--- src/rtl/dmem_pkg.sv ---
// Shared types and constants for the data-memory access controller.
package dmem_pkg;

    typedef enum logic [1:0] {
        ST_IDLE   = 2'd0,
        ST_ACCESS = 2'd1,
        ST_DONE   = 2'd2
    } dmem_state_e;

    localparam logic [31:0] DMEM_POISON          = 32'hDEAD_BEEF;
    localparam int unsigned DMEM_TIMEOUT_CYC_DEF = 64;

endpackage

--- src/rtl/dmem_timeout.sv ---
// ACCESS-cycle counter with an expire flag; only instantiated when DMEM_TIMEOUT_EN is defined.
module dmem_timeout
    import dmem_pkg::*;
#(
    parameter int unsigned TIMEOUT_CYC = DMEM_TIMEOUT_CYC_DEF
) (
    input  logic clk_i,
    input  logic rst_i,
    input  logic clr_i,
    input  logic en_i,
    output logic expired_o
);

    localparam int unsigned CW = $clog2(TIMEOUT_CYC + 1);

    logic [CW-1:0] cnt_q, cnt_d;

    // Expires combinationally in the TIMEOUT_CYC-th ACCESS cycle so DONE follows immediately.
    assign expired_o = en_i && (cnt_q == CW'(TIMEOUT_CYC - 1));

    always_comb begin
        cnt_d = cnt_q;
        if (clr_i) begin
            cnt_d = '0;
        end else if (en_i && !expired_o) begin
            cnt_d = cnt_q + CW'(1);
        end
    end

    always_ff @(posedge clk_i or negedge rst_i) begin
        if (!rst_i) begin
            cnt_q <= '0;
        end else begin
            cnt_q <= cnt_d;
        end
    end

endmodule

--- src/rtl/dmem_ctrl.sv ---
// Data-memory access controller that stalls the pipeline for multi-cycle loads/stores.
// Optional abort on missing ack: define DMEM_TIMEOUT_EN.
module dmem_ctrl
    import dmem_pkg::*;
#(
    parameter int unsigned TIMEOUT_CYC = DMEM_TIMEOUT_CYC_DEF
) (
    input  logic        clk_i,
    input  logic        rst_i,
    input  logic        MemRead_i,
    input  logic        MemWrite_i,
    input  logic [31:0] addr_i,
    input  logic [31:0] wdata_i,
    input  logic        mem_ack_i,
    input  logic [31:0] mem_rdata_i,
    output logic        mem_req_o,
    output logic        mem_we_o,
    output logic [31:0] mem_addr_o,
    output logic [31:0] mem_wdata_o,
    output logic [31:0] Memdata_o,
    output logic        stall_o,
    output logic        err_o
);

    if (TIMEOUT_CYC == 0) begin : g_bad_timeout
        $error("dmem_ctrl: TIMEOUT_CYC must be nonzero");
    end

    dmem_state_e state_q, state_d;
    logic        we_q, we_d;
    logic [31:0] addr_q, addr_d;
    logic [31:0] wdata_q, wdata_d;
    logic [31:0] rdata_q, rdata_d;
    logic        mem_op;
    logic        access_start;
    logic        timeout_hit;

    assign mem_op = MemRead_i || MemWrite_i;

`ifdef DMEM_TIMEOUT_EN
    logic err_q, err_d;

    dmem_timeout #(
        .TIMEOUT_CYC(TIMEOUT_CYC)
    ) u_timeout (
        .clk_i    (clk_i),
        .rst_i    (rst_i),
        .clr_i    (access_start),
        .en_i     (state_q == ST_ACCESS),
        .expired_o(timeout_hit)
    );

    assign err_o = err_q;

    always_comb begin
        err_d = err_q;
        if ((state_q == ST_ACCESS) && !mem_ack_i && timeout_hit) begin
            err_d = 1'b1;
        end
    end

    always_ff @(posedge clk_i or negedge rst_i) begin
        if (!rst_i) begin
            err_q <= 1'b0;
        end else begin
            err_q <= err_d;
        end
    end
`else
    assign timeout_hit = 1'b0;
    assign err_o       = 1'b0;
`endif

    always_comb begin
        state_d      = state_q;
        we_d         = we_q;
        addr_d       = addr_q;
        wdata_d      = wdata_q;
        rdata_d      = rdata_q;
        access_start = 1'b0;
        case (state_q)
            ST_IDLE: begin
                if (mem_op) begin
                    state_d      = ST_ACCESS;
                    we_d         = MemWrite_i;
                    addr_d       = addr_i;
                    wdata_d      = wdata_i;
                    access_start = 1'b1;
                end
            end
            ST_ACCESS: begin
                if (mem_ack_i) begin
                    if (!we_q) begin
                        rdata_d = mem_rdata_i;
                    end
                    state_d = ST_DONE;
                end else if (timeout_hit) begin
                    if (!we_q) begin
                        rdata_d = DMEM_POISON;
                    end
                    state_d = ST_DONE;
                end
            end
            // The same instruction is still in EX/MEM here, so its controls are ignored.
            ST_DONE: state_d = ST_IDLE;
            default: state_d = ST_IDLE;
        endcase
    end

    always_ff @(posedge clk_i or negedge rst_i) begin
        if (!rst_i) begin
            state_q <= ST_IDLE;
            we_q    <= 1'b0;
            addr_q  <= '0;
            wdata_q <= '0;
            rdata_q <= '0;
        end else begin
            state_q <= state_d;
            we_q    <= we_d;
            addr_q  <= addr_d;
            wdata_q <= wdata_d;
            rdata_q <= rdata_d;
        end
    end

    assign mem_req_o   = (state_q == ST_ACCESS);
    assign mem_we_o    = we_q;
    assign mem_addr_o  = addr_q;
    assign mem_wdata_o = wdata_q;
    assign Memdata_o   = rdata_q;
    assign stall_o     = ((state_q == ST_IDLE) && mem_op) || (state_q == ST_ACCESS);

endmodule

--- config.mk ---
export PLATFORM = sky130hd
export DESIGN_NAME = dmem_ctrl
export DESIGN_NICKNAME = d
export VERILOG_FILES = /design/src/rtl/dmem_pkg.sv /design/src/rtl/dmem_timeout.sv /design/src/rtl/dmem_ctrl.sv
export SDC_FILE = /design/constraint.sdc
export NUM_CORES = 1
export LEC_CHECK = 0
export CAP_MARGIN = 40
export CORE_ASPECT_RATIO = 1.4
export CORE_MARGIN = 2
export CORE_UTILIZATION = 43
export DETAILED_ROUTE_END_ITERATION = 8
export GPL_TIMING_DRIVEN = 1
export PLACE_DENSITY = 0.87
export SYNTH_ARGS = -nofsm -noshare
export SYNTH_HDL_FRONTEND = slang
export SYNTH_SLANG_ARGS = --single-unit
--- constraint.sdc ---
create_clock -name clk_i -period 4.6 [get_ports clk_i]
set_input_delay 0.92 -clock clk_i [delete_from_list [all_inputs] [get_ports clk_i]]
set_output_delay 0.92 -clock clk_i [all_outputs]
set_load 0.005 [all_outputs]
=== Yosys cells after proc, flatten, opt, wreduce, memory -nomap -nowiden ===
Cells that the tools add are included.

* Memories kept: 0
* Input port bits: 101
* Register bits after elaboration: 99
* Memory bits (writable): 0
* Bits in latches: 0
* Logic and storage cells: 19
* Output and inout port bits: 100
* Memory bits (read-only): 0

* Bitwise logic cells: 1
* Add/sub/neg operators: 0
* Multipliers: 0
* Shifts and indexed selects: 0
* Reduce and logical (&&, ||, !) cells: 7
* Magnitude comparators: 0
* Muxes and demuxes: 3
* Equal/unequal tests: 3
* Div/mod/pow operators: 0

{| class="wikitable"
|+ Operator list
! kind !! count
|-
| 2-bit two-way mux || 2
|-
| 2-bit inequality test (second input constant) || 2
|-
| 2-bit case mux with 2 select lines || 1
|-
| 2-bit AND reduction || 2
|-
| 3-bit AND reduction || 1
|-
| 2-bit by 1-bit equality test with 1-bit output (second input constant) || 1
|-
| 2-bit logical NOT || 1
|-
| 1-bit logical OR || 2
|-
| 1-bit logical AND || 1
|-
| 1-bit inverter || 1
|}

=== Logic depth before layout (Yosys ltp) ===
* Depth in word-level cells: 3
* Mapped depth: 5

=== Least setup slack after synthesis ===
OpenSTA, ideal clock, no wires.

* Path type: input to output
* Start point: input port MemWrite_i
* End point: output port stall_o
* Stages on the path: 2
* Required time: 3.680 ns
* Path buffers: 0
* Data arrival time: 1.192 ns
* Slack: 2.488 ns
* Path through: nor3_1 -> nor2_1

* Longest elaborated chain between the ends: 3

{| class="wikitable"
|+ Ends and longest elaborated chain
! what !! RTL line !! text
|-
| from (decl) || dmem_ctrl.sv:11 || <nowiki>input logic MemWrite_i,</nowiki>
|-
| 1-bit logical OR || dmem_ctrl.sv:38 || <nowiki>assign mem_op = MemRead_i || MemWrite_i;</nowiki>
|-
| 1-bit logical AND || dmem_ctrl.sv:131 || <nowiki>assign stall_o = ((state_q == ST_IDLE) && mem_op) || (state_q == ST_ACCESS);</nowiki>
|-
| 1-bit logical OR || dmem_ctrl.sv:131 ||
|-
| to (decl) || dmem_ctrl.sv:21 || <nowiki>output logic stall_o,</nowiki>
|}

Every way passes these cells.

=== Worst setup path in the final report ===
Ends and elaborated chain as after synthesis.

==> results.md <==
Run status:
- The run finished with clean final reports.

Timing:
- The final-report max-slew violation count is 0.
- Setup repair after global routing left no endpoint under its margin.
- The slew at the pin closest to its max-slew limit is 0.735 ns.
- For the final routed database, the setup TNS stands at 0 ns.
- The number of endpoints with negative hold slack in the final report is 0.
- On the final layout, the worst hold slack is 0.475 ns.
- For this run, the top clock speed supported by timing is 0.322 GHz.
- The routed design could run at a clock period as short as 3.10 ns.
- The final critical-path share of the clock period is 67.4%.
- The worst pin sits at a relative slew slack of 50.9%.
- Setup violations remaining at the end of the flow were counted as 0.
- The clock arrives with 0.00470 ns of skew.

Setup path:
- Setup slack on the worst reg-to-reg path comes out at 2.46 ns.
- The worst-case reg-to-reg path depth is 4.
- The peak fanout along the critical path is 3.
- The critical path endpoint category is an output pin.
- The dominant cell type by count on the critical path is sky130_fd_sc_hd__clkdlybuf4s50_1.
- The required time at the worst-slack endpoint is 3.68 ns.
- Walking the worst path, the cells encountered are clkdlybuf4s50_1 -> nor3_1 -> nor2_1 -> clkdlybuf4s50_1.
- STA puts the critical path data arrival time at 2.18 ns.
- The cell with the biggest individual delay on the critical path is sky130_fd_sc_hd__clkdlybuf4s50_1.
- The longest individual stage delay on the worst path is 0.45 ns.
- The reg-to-reg endpoint is Memdata_o[30].
- The type of the setup path with the least slack is input port to output pin.
- STA classifies the critical path startpoint as an input port.
- The startpoint identified for the worst register-to-register timing path is state_q[1].

Cells and area:
- The footprint of the flip-flops and latches is 2480 um^2.
- The footprint of the multi-input gates is 1270 um^2.
- The number of fill cells is 623.
- After the flow finishes, the layout carries non-filler instances totaling 531.
- 0 antenna diodes ended up in the layout.
- Of the cells placed in the final design, the portion with a size suffix greater than 1 is 28.1%.
- The growth of design area from synthesis to finish is 59.9%.
- The total number of nets in the final design is 521.

Clocking:
- The number of clock sinks is 99.
- Post-CTS timing repair inserted 0 buffers for setup.
- TritonCTS built the clock tree.
- The CTS clock-pin slew for the worst setup and hold paths is 0.07 ns.
- The deepest level of the CTS H-tree is 3.
- The CTS buffer count is 9.
- Hold repair after CTS inserted 0 buffers.
- In this run the deepest clock path goes through 2 buffers.
- The count of instances resized after the clock tree is built is 0.
- The latest clock arrival within the worst-skew pair is 0.33 ns.
- Clock tree synthesis selected as its root buffer the cell sky130_fd_sc_hd__clkbuf_16.

Floorplanning:
- Measured along the x axis, the die boundary spans 84.5 um.
- Pin placement for this block handled 201 I/O pins.
- Once the floorplan was initialized, standard cells occupied 43.7% of the core.
- Measured along the y axis, the die boundary spans 117 um.
- The floorplan step defined a die boundary enclosing 9860 um^2.
- In this run the core area contains 41 standard-cell rows.
- The core region is 8930 um^2.

Synthesis:
- The total of flip-flops plus latches after synthesis is 99.
- The share of the Yosys chip area taken by registers is 63.5%.
- The number of instances in the synthesized netlist is 218.
- The Yosys step of the flow raised 0 warnings.
- The distinct cell type count of the synthesized netlist is 16.
- The synthesized netlist net count is 319.
- Averaged over all synthesized cells, the footprint is 17.9 um^2.
- Summing every instance area after synthesis gives 3900 um^2.

Route:
- The per-cell via count in the routed design is 4.81.
- After detailed routing, the total wire length is 9050 um.
- In the final routed layout, each cell accounts on average for 17.0 um.
- The DRC marker count from the first detailed-route iteration is 50.
- In the routed design, unresolved DRC markers number 0.
- The routed layout has 2,555 vias.
- The number of search-and-repair iterations in the first detailed-routing pass is 2.
- The antenna violation net count after detailed routing is 0.

Power and ir drop:
- In this run the power density over the cells is 650 nW/um^2.
- The post-route total power is 4.05 mW.
- The peak supply drop is 333 uV.
- The reported leakage power is 2.61 nW.

Placed design:
- The congestion estimate from routability-driven global placement came to 0.757.
- Summed over all nets, the half-perimeter wirelength after detailed placement is 6930 um.
- The cell count after placement is 516.
- The number of buffer cells added on primary ports is 199.

Global route:
- The via count of the first global-routing pass came to 2,685.
- Entering global routing, the biggest net connects 58 pins.
- The wire length of the first global-routing pass is 13,800 um.
- The total overflow left after global routing is 0.
- The number of antenna violations at the first check in global routing is 0.
- Across every metal layer, demand over resource in global routing totals 18.0%.

Flow run:
- The tool flagged a number of max-cap violations equal to 0.

Min path:
- The path class of the tightest hold or removal check is input port to async pin.
sequential cells by signal (all words and copies together), names as in the netlist:
name and count:
Memdata_o 32, mem_addr_o 32, mem_wdata_o 32, mem_we_o 1
state_q 2
synth_stat cells, drive strengths merged:
| library cell | number | share of area [%] |
|---|---|---|
| dfrtp | 99 | 64 |
| mux2 | 96 | 31 |
| buf | 12 | 3.9 |
| nor2 | 2 | 0.19 |
| a211oi | 1 | 0.19 |
| a22o | 1 | 0.22 |
| and2b | 1 | 0.22 |
| and3b | 1 | 0.22 |
| conb | 1 | 0.096 |
| nand2 | 1 | 0.096 |
| nor2b | 1 | 0.35 |
| nor3 | 1 | 0.13 |
| o21a | 1 | 0.19 |
how the worst max path moves through the flow:
| stage | startpoint | endpoint | slack (ns) | cells past startpoint |
|---|---|---|---|---|
| after global placement | MemWrite_i | stall_o | 1.56 | 4 |
| after detailed placement | MemWrite_i | stall_o | 1.51 | 4 |
| after global routing | MemWrite_i | stall_o | 1.38 | 4 |
| after CTS | MemWrite_i | stall_o | 1.49 | 4 |
| after floorplan | MemWrite_i | stall_o | 2.49 | 2 |
| final | MemWrite_i | stall_o | 1.50 | 4 |
placed cells by master (no fill, tap or decap), types with 2 or more instances in the layout:
cell	instances
sky130_fd_sc_hd__nor2_1	2
sky130_fd_sc_hd__dfrtp_1	99
sky130_fd_sc_hd__clkbuf_16	9
sky130_fd_sc_hd__mux2_4	30
sky130_fd_sc_hd__mux2_2	66
sky130_fd_sc_hd__clkinv_2	2
sky130_fd_sc_hd__bufinv_16	2
sky130_fd_sc_hd__clkdlybuf4s50_1	198
sky130_fd_sc_hd__buf_4	4
critical path, delay by kind of cell:
family        cells  cell delay [ns]
buf+inv           2             0.90
simple gates      2             0.35
routing by layer:
metal	vias up	track usage, %	part of all wire (%)
li1	1162	-	-
met1	1264	20.7	38
met2	114	31.9	53
met3	15	4.52	7.0
met4	0	8.25	2.0
met5	-	0	0
stage by stage:
| stage | area [um^2] | utilization, % | worst slack, ns |
|---|---|---|---|
| after floorplan | 3900 | - | 2.49 |
| after global placement | 5890 | 66.0 | 1.56 |
| after detailed placement | 5920 | 66.3 | 1.51 |
| after CTS | 6240 | 69.9 | 1.49 |
| after global routing | 6240 | 69.9 | 1.38 |
| final | 6240 | 69.9 | 1.50 |
cell families (layout without fill, tap and decap cells):
kind of cell,count (synthesis),after routing,synth area share (%)
and+or+nand+nor,7,7,1.22
other,1,1,0.0962
DFF,99,99,63.5
muxes,96,96,30.6
AOI/OAI and AO/OA,3,3,0.610
buffers and inverters,12,218,3.95
report_power, final:
part	internal (mW)	switching [mW]	total, mW	leakage, nW
Clock	0.486	0.303	0.789	0.154
Combinational	1.25	0.472	1.73	1.30
Sequential	1.30	0.236	1.54	1.16
area by class of cell:
type	instances	area share, %
well taps	107	2.15
clock buffers	10	3.83
multi-input cells	107	20.4
flip-flops and latches	99	39.7
repair buffers	203	32.7
clock inverters	5	1.24
No activity file was read; power rests on OpenSTA's default activity.
